===== config.mk =====
export PLATFORM = sky130hd
export DESIGN_NAME = mult_share_sched
export DESIGN_NICKNAME = d
export VERILOG_FILES = /design/src/rtl/mult_share_sched.sv
export SDC_FILE = /design/constraint.sdc
export NUM_CORES = 1
export LEC_CHECK = 0
export CAP_MARGIN = 15
export CORE_ASPECT_RATIO = 0.75
export CORE_MARGIN = 1.5
export CORE_UTILIZATION = 35
export DETAILED_ROUTE_END_ITERATION = 8
export MAX_ROUTING_LAYER = met4
export SYNTH_ARGS = -nofsm -noshare
export SYNTH_HDL_FRONTEND = slang
export SYNTH_SLANG_ARGS = --single-unit

===== constraint.sdc =====
create_clock -name clk -period 3 [get_ports clk]
set_input_delay 0.6 -clock clk [delete_from_list [all_inputs] [get_ports clk]]
set_output_delay 0.6 -clock clk [all_outputs]
set_load 0.02 [all_outputs]

===== src/rtl/mult_share_sched.sv =====
// mult_share_sched: round-robin scheduler that time-shares one combinational
// WIDTH x WIDTH unsigned multiplier among N_REQ requesters. One request is
// granted at a time, its operands are latched, and the product is returned
// with the winner's id on a valid/ready result port.
module mult_share_sched #(
  parameter int unsigned N_REQ = 4,
  parameter int unsigned WIDTH = 3,
  parameter int unsigned ID_W  = 2
) (
  input  logic                     clk,
  input  logic                     rst,
  input  logic [N_REQ-1:0]         req_valid,
  input  logic [N_REQ*WIDTH-1:0]   req_a,
  input  logic [N_REQ*WIDTH-1:0]   req_b,
  output logic [N_REQ-1:0]         req_ready,
  output logic                     res_valid,
  output logic [2*WIDTH-1:0]       res_prod,
  output logic [ID_W-1:0]          res_id,
  input  logic                     res_ready,
  output logic                     busy
);

  localparam int unsigned PW = 2 * WIDTH;

  typedef enum logic [1:0] {
    IDLE = 2'd0,
    CALC = 2'd1,
    DONE = 2'd2
  } state_t;

  state_t            state_q;
  logic [ID_W-1:0]   rr_ptr_q;
  logic [WIDTH-1:0]  a_q;
  logic [WIDTH-1:0]  b_q;
  logic [ID_W-1:0]   id_q;
  logic              res_valid_q;
  logic [PW-1:0]     res_prod_q;
  logic [ID_W-1:0]   res_id_q;

  logic              found_c;
  logic [ID_W-1:0]   win_c;
  logic [ID_W-1:0]   idx_c;
  logic [WIDTH-1:0]  a_sel_c;
  logic [WIDTH-1:0]  b_sel_c;
  logic [N_REQ-1:0]  grant_c;
  logic [ID_W-1:0]   rr_ptr_d;
  logic [PW-1:0]     prod_c;

  // Round-robin search: first valid requester at or above rr_ptr, wrapping.
  always_comb begin
    found_c = 1'b0;
    win_c   = '0;
    idx_c   = '0;
    for (int k = 0; k < int'(N_REQ); k++) begin
      idx_c = ID_W'((32'(rr_ptr_q) + 32'(k)) % N_REQ);
      if (!found_c && req_valid[idx_c]) begin
        found_c = 1'b1;
        win_c   = idx_c;
      end
    end
  end

  // Operand mux for the current winner.
  always_comb begin
    a_sel_c = '0;
    b_sel_c = '0;
    for (int i = 0; i < int'(N_REQ); i++) begin
      if (win_c == ID_W'(i)) begin
        a_sel_c = req_a[i*WIDTH +: WIDTH];
        b_sel_c = req_b[i*WIDTH +: WIDTH];
      end
    end
  end

  // Grant vector, pointer advance and the shared multiplier.
  always_comb begin
    grant_c  = N_REQ'(1) << win_c;
    rr_ptr_d = (win_c == ID_W'(N_REQ - 1)) ? '0 : win_c + ID_W'(1);
    prod_c   = PW'(a_q) * PW'(b_q);
  end

  assign req_ready = (state_q == IDLE && !rst && found_c) ? grant_c : '0;
  assign res_valid = res_valid_q;
  assign res_prod  = res_prod_q;
  assign res_id    = res_id_q;
  assign busy      = (state_q != IDLE);

  // Scheduler FSM: grant in IDLE, multiply in CALC, hold result in DONE.
  always_ff @(posedge clk) begin
    if (rst) begin
      state_q     <= IDLE;
      rr_ptr_q    <= '0;
      a_q         <= '0;
      b_q         <= '0;
      id_q        <= '0;
      res_valid_q <= 1'b0;
      res_prod_q  <= '0;
      res_id_q    <= '0;
    end else begin
      case (state_q)
        IDLE: begin
          if (found_c) begin
            a_q      <= a_sel_c;
            b_q      <= b_sel_c;
            id_q     <= win_c;
            rr_ptr_q <= rr_ptr_d;
            state_q  <= CALC;
          end
        end
        CALC: begin
          res_prod_q  <= prod_c;
          res_id_q    <= id_q;
          res_valid_q <= 1'b1;
          state_q     <= DONE;
        end
        DONE: begin
          if (res_ready) begin
            res_valid_q <= 1'b0;
            state_q     <= IDLE;
          end
        end
        default: begin
          state_q <= IDLE;
        end
      endcase
    end
  end

endmodule


==> results of run 1 <==
==> synth_stat cells (3+ instances only) <==
| cell type | count |
|---|---|
| a21oi_1 | 16 |
| dfxtp_1 | 21 |
| buf_2 | 3 |
| ha_1 | 9 |
| inv_1 | 12 |
| a211oi_2 | 5 |
| nand2_1 | 18 |
| nor3_1 | 4 |
| clkbuf_1 | 4 |
| nor2_1 | 10 |
| a221oi_1 | 6 |
| and2_1 | 9 |
| nand3b_1 | 7 |
| nor3_2 | 5 |
| a211oi_1 | 3 |
==> kinds of logic (layout without fill, tap and decap cells) <==
kind of cell,Yosys count,in the layout,synth area share [%]
buf+inv,20,74,6.424
mux,1,1,0.7449
fa+ha+maj,11,11,11.36
simple gates,63,63,27.47
xor+xnor,1,1,0.6519
flops,21,21,31.28
compound gates,40,40,22.07
==> metal layers <==
metal  GRT usage (%)  up-vias
li1                -      663
met1           20.49      607
met2           27.68       11
met3           3.770        0
met4           1.558        0
met5               -        -
==> path summary, 6_finish.rpt <==
kind                                                from                     end  depth (start not counted)
worst max-delay path                        req_valid[1]            req_ready[1]                          8
worst min-delay path              res_id[1]$_SDFFE_PP0P_  res_id[1]$_SDFFE_PP0P_                          2
worst max register to register  rr_ptr_q[1]$_SDFFE_PP0P_     a_q[2]$_SDFFE_PP0P_                          8
worst min register to register    res_id[1]$_SDFFE_PP0P_  res_id[1]$_SDFFE_PP0P_                          2
==> registers in the layout, indices dropped and copies added, names as in the netlist <==
signal	count
a_q	3
b_q	3
id_q	2
res_id	2
res_prod	6
res_valid	1
rr_ptr_q	2
state_q	2
==> stage by stage <==
step,util (%),hold slack (ns),std cells
after floorplan,-,0.4320,157
after global placement,52.05,0.4465,258
after detailed placement,52.05,0.4501,258
after CTS,54.07,0.4604,262
after global routing,53.83,0.4753,263
final,53.83,0.4562,263
==> power by group through the flow <==
stage | Clock [mW] | Combinational [mW] | Sequential, mW
CTS | 0.189 | 0.410 | 0.349
global route | 0.201 | 0.451 | 0.355
global placement | 0 | 0.394 | 0.354
floorplan | 0 | 0.250 | 0.356
detailed placement | 0 | 0.401 | 0.354
finish | 0.180 | 0.406 | 0.349
==> repair_timing <==
action | CTS | global route
resized for setup | 14 | 4
pin swaps | 0 | 1
endpoints found under the setup margin | 4 | 4
setup buffers | 0 | 1
==> critical path: stages <==
cell and delay [ns]:
clkdlybuf4s50_1 0.43, buf_4 0.17, a21o_1 0.16, a21oi_1 0.18
o22ai_2 0.14, ha_1 0.22, and2_1 0.13, dlygate4sd2_1 0.31
==> area by class of cell <==
type | instances | area (um2) | share of cell area, %
multi-input combinational | 116 | 867.1 | 44.00
clock buffer | 4 | 45.04 | 2.286
inverter | 12 | 45.04 | 2.286
tap | 52 | 65.06 | 3.302
timing repair buffer | 58 | 528.0 | 26.79
sequential | 21 | 420.4 | 21.33
==> results.md, run 1 <==
- Clk sinks: 21
- Layout cells sized above 1: 19.43%
- Mapped Cells: 157
- CTS tree: done
- Power Internal: 0.6181 mW
- Die Y: 56.66 um
- Finish-stage setup viols: 0
- Seq cells post-synth: 21
- Peak Freq: 0.3401 GHz
- Worst skew pair latency: 0.25 ns
- Met2 WL: 1.445 mm
- Final nets: 254
- Syn avg cell area: 8.559 um2
- Final worst slack: 0.05939 ns
- Starting Density: 36.71%
- Static Leak: 0.8172 nW
- Maximum vdd drop: 0.0002275 V
- Largest cells by area after synthesis: dfxtp_1 31%, ha_1 8.4%, a21oi_1 6.0%
- Minimum clock period after layout: 2.941 ns
- Area after DPL: 1906 um2
- Largest net degree at the start of global routing: 21
- Share of the synthesized area in the top cell type: 31.28%
- Element type at the critical path start: input port
- Final hold vios: 0
- RSZ-0062 raised after global routing: true
- Total grt overflow: 0
- Synth Cell Area: 1344 um2
- Slew @ Worst Pin: 0.5591 ns
- Commonest non-fill, non-tap cell in the layout: clkdlybuf4s50_1
- Routed Antenna Nets: 0
- IO Pins: 45
- R2r setup slk: 0.82 ns
- Drt drc: 0
- Synth Warn #: 0
- Crit path max fanout: 4
- Core area: 3661 um2
- Uppermost layer routed: met3
- Clock power frac: 19.3%
- Power per cell area: 474.7 nW/um2
- Post-route cell area: 1971 um2
- Tot Pwr: 0.9354 mW
- Vias in the first global route: 1284
- # rows: 19
- Met3 routed WL: 61 um
- Max-cap viol count: 0
- Initial antenna violation count: 0
- Die width: 74.55 um
- Critical path arrival: 2.34 ns
- Tot GR Track Use: 16.32%
- Drt via density: 4.871
- Slew Limit Headroom: 62.65%
- Share of power burned in registers: 37.3%
- Netlist cell types: 33
- Worst setup EP type: primary output
- M1 WL: 1.551 mm
- Synth Flop Type: dfxtp_1
- Post-Route Skew: 0.001563 ns
- Most frequent cells in the layout: 39 x clkdlybuf4s50_1, 21 x dfxtp_1, 18 x nand2_1, 16 x a21oi_1, 14 x buf_4
- Clock buffer depth: 2
- CTS Buf Count: 3
- H-tree levels: 1
- P&R area growth vs syn: 46.65%
- Hold Buf Count CTS: 0
- Sw Share: 33.92%
- DR pass1 iterations: 4
- FFs w/ async S/R, synth: 0%
- Port Buffers: 44
- Sw Pwr: 0.3173 mW
- Place WS: -0.3241 ns
- Worst hold path type: reg -> reg
- Sequential fraction of the synthesis area: 31.28%
- Final Cycle Share: 98.02%
- Antenna Cells: 0
- Routability cong.: 0.8058
- Dpl hpwl: 2.488 mm
- Status: finished, final reports clean
- Total Routed Length: 3.058 mm
- Die Area: 4224 um2
- Wire length per cell: 11.63 um
- Setup TNS: 0 ns
- 1st-iter DRT viols: 25
- Pins over their slew limit: 0
- Setup CP Type: in -> out
- Vias: 1281
- # fillers: 359
- Logic gate share of total power: 43.4%
- EDFF count, synth: 0
- CP Data Required Time: 2.40 ns
- Root Buffer: clkbuf_8
- Syn nets: 199
- Cell accounting for the most synthesized area: dfxtp_1
- Clk slew on worst S/H paths: 0.07 ns
- First-pass GRT wire length: 5.340 mm
No activity file was read; power rests on OpenSTA's default activity.
==> inputs of run 2 (changes only) <==
Settings changed: CORE_ASPECT_RATIO 0.75 to 1.4, CORE_MARGIN 1.5 to 2, SKIP_LAST_GASP set to 1.
==> run 2 against run 1 <==
Compared with the run above:
- sequential share of layout area rose by 0.27 points
- combinational power fell by 1%
- clock power hardly changed
- setup slack better by 0.017 ns
- via count rose by 0.70%
- largest power group unchanged
- sequential power hardly changed
- total power down 0.67%
- core utilization fell by 0.90 points
==> results.md, run 2 (same netlist as run 1, synthesis figures left out) <==
- Tightest hold margin: 0.4582 ns (+0.002032 ns)
- Place WS: -0.3455 ns (-0.02135 ns)
- Slew @ Worst Pin: 0.5632 ns (+0.004054 ns)
- Sw Pwr: 0.3161 mW (-0.35%)
- Slowest cell on crit path: clkdlybuf4s50_1
- Port Buffers: 44 (unchanged)
- CTS Buf Count: 3 (unchanged)
- Post-Route Skew: 0.001476 ns (-0.00008654 ns)
- DR pass1 iterations: 4 (unchanged)
- Worst hold path type: reg -> reg
- Setup CP Type: in -> out
- Final nets: 253 (-0.39%)
- # fillers: 371 (+3.3%)
- Power Internal: 0.6130 mW (-0.83%)
- First-pass GRT wire length: 5.388 mm (+0.90%)
- Minimum clock period after layout: 2.924 ns (-0.01677 ns)
- Die width: 56.37 um (-24%)
- Final Cycle Share: 97.46% (-0.56 points)
- Core area: 3676 um2 (+0.41%)
- Layout cells sized above 1: 19.52% (+0.093 points)
- Initial antenna violation count: 0 (unchanged)
- Post-route cell area: 1946 um2 (-1.3%)
- Crit path max fanout: 3 (-1)
- Clk slew on worst S/H paths: 0.07 ns (about the same)
- Critical path arrival: 2.32 ns (-0.02 ns)
- Slew Limit Headroom: 62.38% (-0.27 points)
- Routed Antenna Nets: 0 (unchanged)
- Most frequent cells in the layout: 39 x clkdlybuf4s50_1, 21 x dfxtp_1, 18 x nand2_1, 16 x a21oi_1, 13 x buf_4
- Sequential cell area: 420.4 um2 (unchanged)
- Finish-stage setup viols: 0 (unchanged)
- IO Pins: 45 (unchanged)
- Die Area: 4358 um2 (+3.2%)
- Cell Count, Final, Fillers Out: 252 (-4.2%)
- Clock power frac: 19.2% (about the same)
- P&R area growth vs syn: 44.79%
- Peak Freq: 0.3420 GHz (+0.57%)
- Crit path max-delay family: buffers and inverters
- Footprint of the multi-input gates: 862.1 um2 (-0.58%)
- Total Routed Length: 3.119 mm (+2.0%)
- Worst setup EP type: primary output
- Max incr delay on CP: 0.42 ns (about the same)
- Clk sinks: 21 (unchanged)
- Vias: 1290 (+0.70%)
- Share of power burned in registers: 37.6% (+0.3 points)
- Status: finished, final reports clean
- Static Leak: 0.8136 nW (-0.43%)
- Cells after DPL: 248 (-3.9%)
- Max reg flops: 6 (unchanged)
- # rows: 26 (+7)
- Dpl hpwl: 2.592 mm (+4.2%)
- Logic gate share of total power: 43.2% (-0.2 points)
- Crit path buf inv count: 3 (unchanged)
- Element type at the critical path start: input port
- Max-cap viol count: 0 (unchanged)
- Largest net degree at the start of global routing: 21 (unchanged)
- Maximum vdd drop: 0.0002700 V (+19%)
- Drt drc: 0 (unchanged)
- Die Y: 77.32 um (+36%)
- Starting Density: 36.56% (-0.15 points)
- Tot GR Track Use: 15.39% (-0.93 points)
- Hold Buf Count CTS: 0 (unchanged)
- Pins over their slew limit: 0 (unchanged)
- Area after DPL: 1893 um2 (-0.66%)
- Finished Core Util: 52.93% (-0.90 points)
- CP cell instances: clkdlybuf4s50_1 -> buf_4 -> mux2i_2 -> nor2_2 -> or3_1 -> ha_1 -> and2_1 -> clkbuf_2
- Wire length per cell: 12.38 um (+6.4%)
- 1st-iter DRT viols: 18 (-28%)
- H-tree levels: 1 (unchanged)
- Final worst slack: 0.07616 ns (+0.01677 ns)
- Routability cong.: 0.7435 (-7.7%)
- Drt via density: 5.119 (+5.1%)
- Clock buffer depth: 2 (unchanged)
- Total grt overflow: 0 (unchanged)
- Commonest non-fill, non-tap cell in the layout: clkdlybuf4s50_1
- Root Buffer: clkbuf_8
- Antenna Cells: 0 (unchanged)
- Power per cell area: 477.5 nW/um2 (+0.61%)
- Final hold vios: 0 (unchanged)
- CP Data Required Time: 2.40 ns (about the same)
- CTS tree: done
- Worst skew pair latency: 0.25 ns (about the same)
- Vias in the first global route: 1315 (+2.4%)
- Sw Share: 34.02% (+0.11 points)
run 2: final timing paths:
| check | startpoint | to | slack [ns] | depth (start not counted) |
|---|---|---|---|---|
| setup / recovery | req_valid[2] | req_ready[2] | 0.08 | 8 |
| hold / removal | res_prod[2]$_SDFFE_PP0P_ | res_prod[2]$_SDFFE_PP0P_ | 0.46 | 2 |
| setup reg to reg | rr_ptr_q[1]$_SDFFE_PP0P_ | b_q[0]$_SDFFE_PP0P_ | 0.74 | 9 |
| hold reg to reg | res_prod[2]$_SDFFE_PP0P_ | res_prod[2]$_SDFFE_PP0P_ | 0.46 | 2 |
run 2: cell type report:
type | count | area share (%)
well taps | 42 | 2.701
repair buffers | 57 | 26.75
inverters | 12 | 2.315
multi-input cells | 116 | 44.31
clock buffers | 4 | 2.315
flip-flops and latches | 21 | 21.61
run 2: what timing repair did:
| action | in CTS | in global routing |
|---|---|---|
| endpoints found under the setup margin | 4 | 4 |
| buffers inserted | 0 | 0 |
| pin swaps | 0 | 1 |
| gates resized for setup | 10 | 10 |
run 2: power by group through the flow:
stage	Combinational, mW	Sequential [mW]	Clock (mW)
finish	0.401	0.349	0.179
global route	0.444	0.356	0.201
CTS	0.406	0.348	0.187
detailed placement	0.401	0.354	0
global placement	0.393	0.352	0
floorplan	0.250	0.356	0
run 2: per-stage QoR:
stage          TNS (ns)  total power, mW
6_report              0           0.9291
3_5_place_dp     -1.234           0.7550
2_1_floorplan         0           0.6060
5_1_grt        -0.01081            1.001
4_1_cts         -0.1360           0.9414
3_3_place_gp     -1.010           0.7446
run 2: tightest hold or removal path: cells and delay by family (launching register included):
| family | cells | cell delay, ns |
|---|---|---|
| compound gates | 1 | 0.05 |
| flops | 1 | 0.31 |
| simple gates | 1 | 0.05 |
run 2: per-layer routing:
layer / vias up / wire length (um) / global-route usage (%) / part of all wire [%]
met2: 39 / 1743 / 30.47 / 56
met1: 590 / 1221 / 15.26 / 39
met5: - / 0 / - / 0
met3: 2 / 137 / 2.361 / 4.4
met4: 0 / 16 / 3.571 / 0.51
li1: 659 / - / - / -
==> inputs of run 3 (changes only) <==
Settings changed: CORE_UTILIZATION 35 to 49, PLACE_DENSITY set to 0.85.
==> run 3 against run 2 <==
Compared with the run above:
- sequential power barely moved
- total power fell by 2.1%
- sequential share of layout area up 0.098 points
- die area is 27% lower
- setup slack worse by 0.036 ns
- clock power decreased by 22%
- routed wire length is 7.6% higher
- largest cell class unchanged
- critical path depth shrank 1
- clock skew increased by 0.0041 ns
- maximum frequency is 1.2% lower
- via count is 5.8% higher
==> results.md, run 3 (same netlist as run 1, synthesis figures left out) <==
- Setup TNS: 0 ns (unchanged)
- Slew Limit Headroom: 63.33% (+0.95 points)
- First-pass GRT wire length: 5.761 mm (+6.9%)
- RSZ-0062 raised after global routing: true
- Tightest hold margin: 0.4595 ns (+0.001217 ns)
- Routability cong.: 0.7951 (+6.9%)
- Area after DPL: 1878 um2 (-0.79%)
- Final hold vios: 0 (unchanged)
- Minimum clock period after layout: 2.960 ns (+0.03638 ns)
- Setup CP Type: in -> out
- FF-to-FF Start: rr_ptr_q[1]$_SDFFE_PP0P_
- Drt via density: 5.571 (+8.8%)
- Maximum vdd drop: 0.0002703 V (about the same)
- Slew @ Worst Pin: 0.5489 ns (-0.01427 ns)
- Max reg flops: 6 (unchanged)
- Tot Pwr: 0.9094 mW (-2.1%)
- CP Data Required Time: 2.40 ns (about the same)
- Vias in the first global route: 1397 (+6.2%)
- Critical path arrival: 2.36 ns (+0.04 ns)
- Die Y: 65.97 um (-15%)
- Cell Count, Final, Fillers Out: 245 (-2.8%)
- Cells after DPL: 241 (-2.8%)
- CTS tree: done
- Status: finished, final reports clean
- Hold Buf Count CTS: 0 (unchanged)
- Crit path max fanout: 3 (unchanged)
- Sw Pwr: 0.3359 mW (+6.2%)
- Initial antenna violation count: 0 (unchanged)
- Post-route cell area: 1937 um2 (-0.45%)
- Hold Path Stages: 2 (unchanged)
- IO Pins: 45 (unchanged)
- Element type at the critical path start: input port
- Pins over their slew limit: 0 (unchanged)
- Hold Path Sink: res_id[0]$_SDFFE_PP0P_
- R2R Path End: a_q[2]$_SDFFE_PP0P_
- Tot GR Track Use: 24.91% (+9.5 points)
- Worst skew pair latency: 0.31 ns (+0.06 ns)
- Commonest non-fill, non-tap cell in the layout: clkdlybuf4s50_1
- Core area: 2615 um2 (-29%)
- Share of power burned in registers: 38.7% (+1.1 points)
- Most frequent cells in the layout: 39 x clkdlybuf4s50_1, 21 x dfxtp_1, 18 x nand2_1, 15 x a21oi_1
- # rows: 22 (-15%)
- Total Routed Length: 3.356 mm (+7.6%)
- Antenna Cells: 0 (unchanged)
- CTS Buf Count: 3 (unchanged)
- Setup Fix Bufs, Post-CTS: 0 (unchanged)
- Dpl hpwl: 2.744 mm (+5.8%)
- Max-cap viol count: 0 (unchanged)
- Worst hold path type: reg -> reg
- Clock buffer depth: 2 (unchanged)
- Post-Route Skew: 0.005602 ns (+0.004126 ns)
- Die Area: 3183 um2 (-27%)
- DR pass1 iterations: 4 (unchanged)
- Die width: 48.26 um (-14%)
- Hold Startpoint: res_id[0]$_SDFFE_PP0P_
- Starting Density: 51.39% (+15 points)
- Drt drc: 0 (unchanged)
- R2r worst-path depth: 8 (-1)
- R2r setup slk: 0.66 ns (-0.08 ns)
- Clk sinks: 21 (unchanged)
- Power Internal: 0.5735 mW (-6.4%)
- Port Buffers: 44 (unchanged)
- Finish-stage setup viols: 0 (unchanged)
- Clock power frac: 15.4% (-3.8 points)
- Static Leak: 0.7981 nW (-1.9%)
- P&R area growth vs syn: 44.13%
- Worst setup EP type: primary output
- Clk slew on worst S/H paths: 0.12 ns (+0.05 ns)
- Power per cell area: 469.5 nW/um2 (-1.7%)
- H-tree levels: 1 (unchanged)
- Routed Antenna Nets: 0 (unchanged)
- Final nets: 252 (-0.40%)
- Wire length per cell: 13.70 um (+11%)
- Largest net degree at the start of global routing: 21 (unchanged)
- Total grt overflow: 0 (unchanged)
- Sw Share: 36.93% (+2.9 points)
- Layout cells sized above 1: 20.10% (+0.57 points)
- Final Cycle Share: 98.67% (+1.2 points)
- Logic gate share of total power: 45.9% (+2.7 points)
- Peak Freq: 0.3378 GHz (-1.2%)
- 1st-iter DRT viols: 22 (+4)
- Vias: 1365 (+5.8%)
- Root Buffer: clkbuf_4
-- run 3: changes by cell type in the layout (fill, tap and decap cells not counted), sizes merged --
cell,before,now
buf,15,13
dlygate4sd2,0,1
clkinv,0,1
dlymetal6s2s,1,0
-- run 3: cell type report --
class                   instances  area, um2
multi-input cells             116      889.6
fillers                       197      678.2
repair buffers                 56      509.2
flip-flops and latches         21      420.4
inverters                      12      45.04
well taps                      36      45.04
clock buffers                   3      22.52
clock inverters                 1      5.005
-- run 3: what timing repair did --
action,in CTS,in global routing
pin swaps,0,1
hold endpoints to repair,0,0
endpoints found under the setup margin,4,3
resized for setup,12,10
-- run 3: per-layer routing --
layer / wire (um) / up-vias / global-route usage, %
met5: 0 / - / -
met3: 110 / 8 / 2.186
met2: 1880 / 50 / 43.09
met1: 1283 / 650 / 27.15
li1: - / 657 / -
met4: 81 / 0 / 11.15
-- run 3: worst max-delay path by stage --
stage                       startpoint           end  slack (ns)  depth (start not counted)
after floorplan           req_valid[1]  req_ready[2]        0.54                          6
after global placement    req_valid[2]  req_ready[2]       -0.27                          7
after detailed placement  req_valid[2]  req_ready[2]       -0.36                          7
after CTS                 req_valid[1]  req_ready[2]       -0.08                          7
after global routing      req_valid[1]  req_ready[2]       -0.02                          7
final                     req_valid[1]  req_ready[0]        0.04                          7
-- run 3: power groups by stage --
stage          clock, mW  sequential [mW]  combinational (mW)
2_1_floorplan          0            0.356               0.250
3_3_place_gp           0            0.352               0.385
3_5_place_dp           0            0.355               0.403
4_1_cts            0.140            0.349               0.410
5_1_grt            0.152            0.359               0.459
6_report           0.140            0.352               0.417
-- run 3: worst max-delay path, stage by stage --
cell             delay (ns)
clkdlybuf4s50_1        0.51
a2bb2oi_2              0.19
o32ai_4                0.12
or3_4                  0.42
ha_1                   0.22
and2_1                 0.15
buf_2                  0.15
-- run 3: stage by stage --
step / util (%) / setup WS [ns]
6_report: 74.07 / 0.03978
5_1_grt: 74.07 / -0.01683
4_1_cts: 73.45 / -0.07737
3_5_place_dp: 71.82 / -0.3647
3_3_place_gp: 71.82 / -0.2691
2_1_floorplan: - / 0.5353
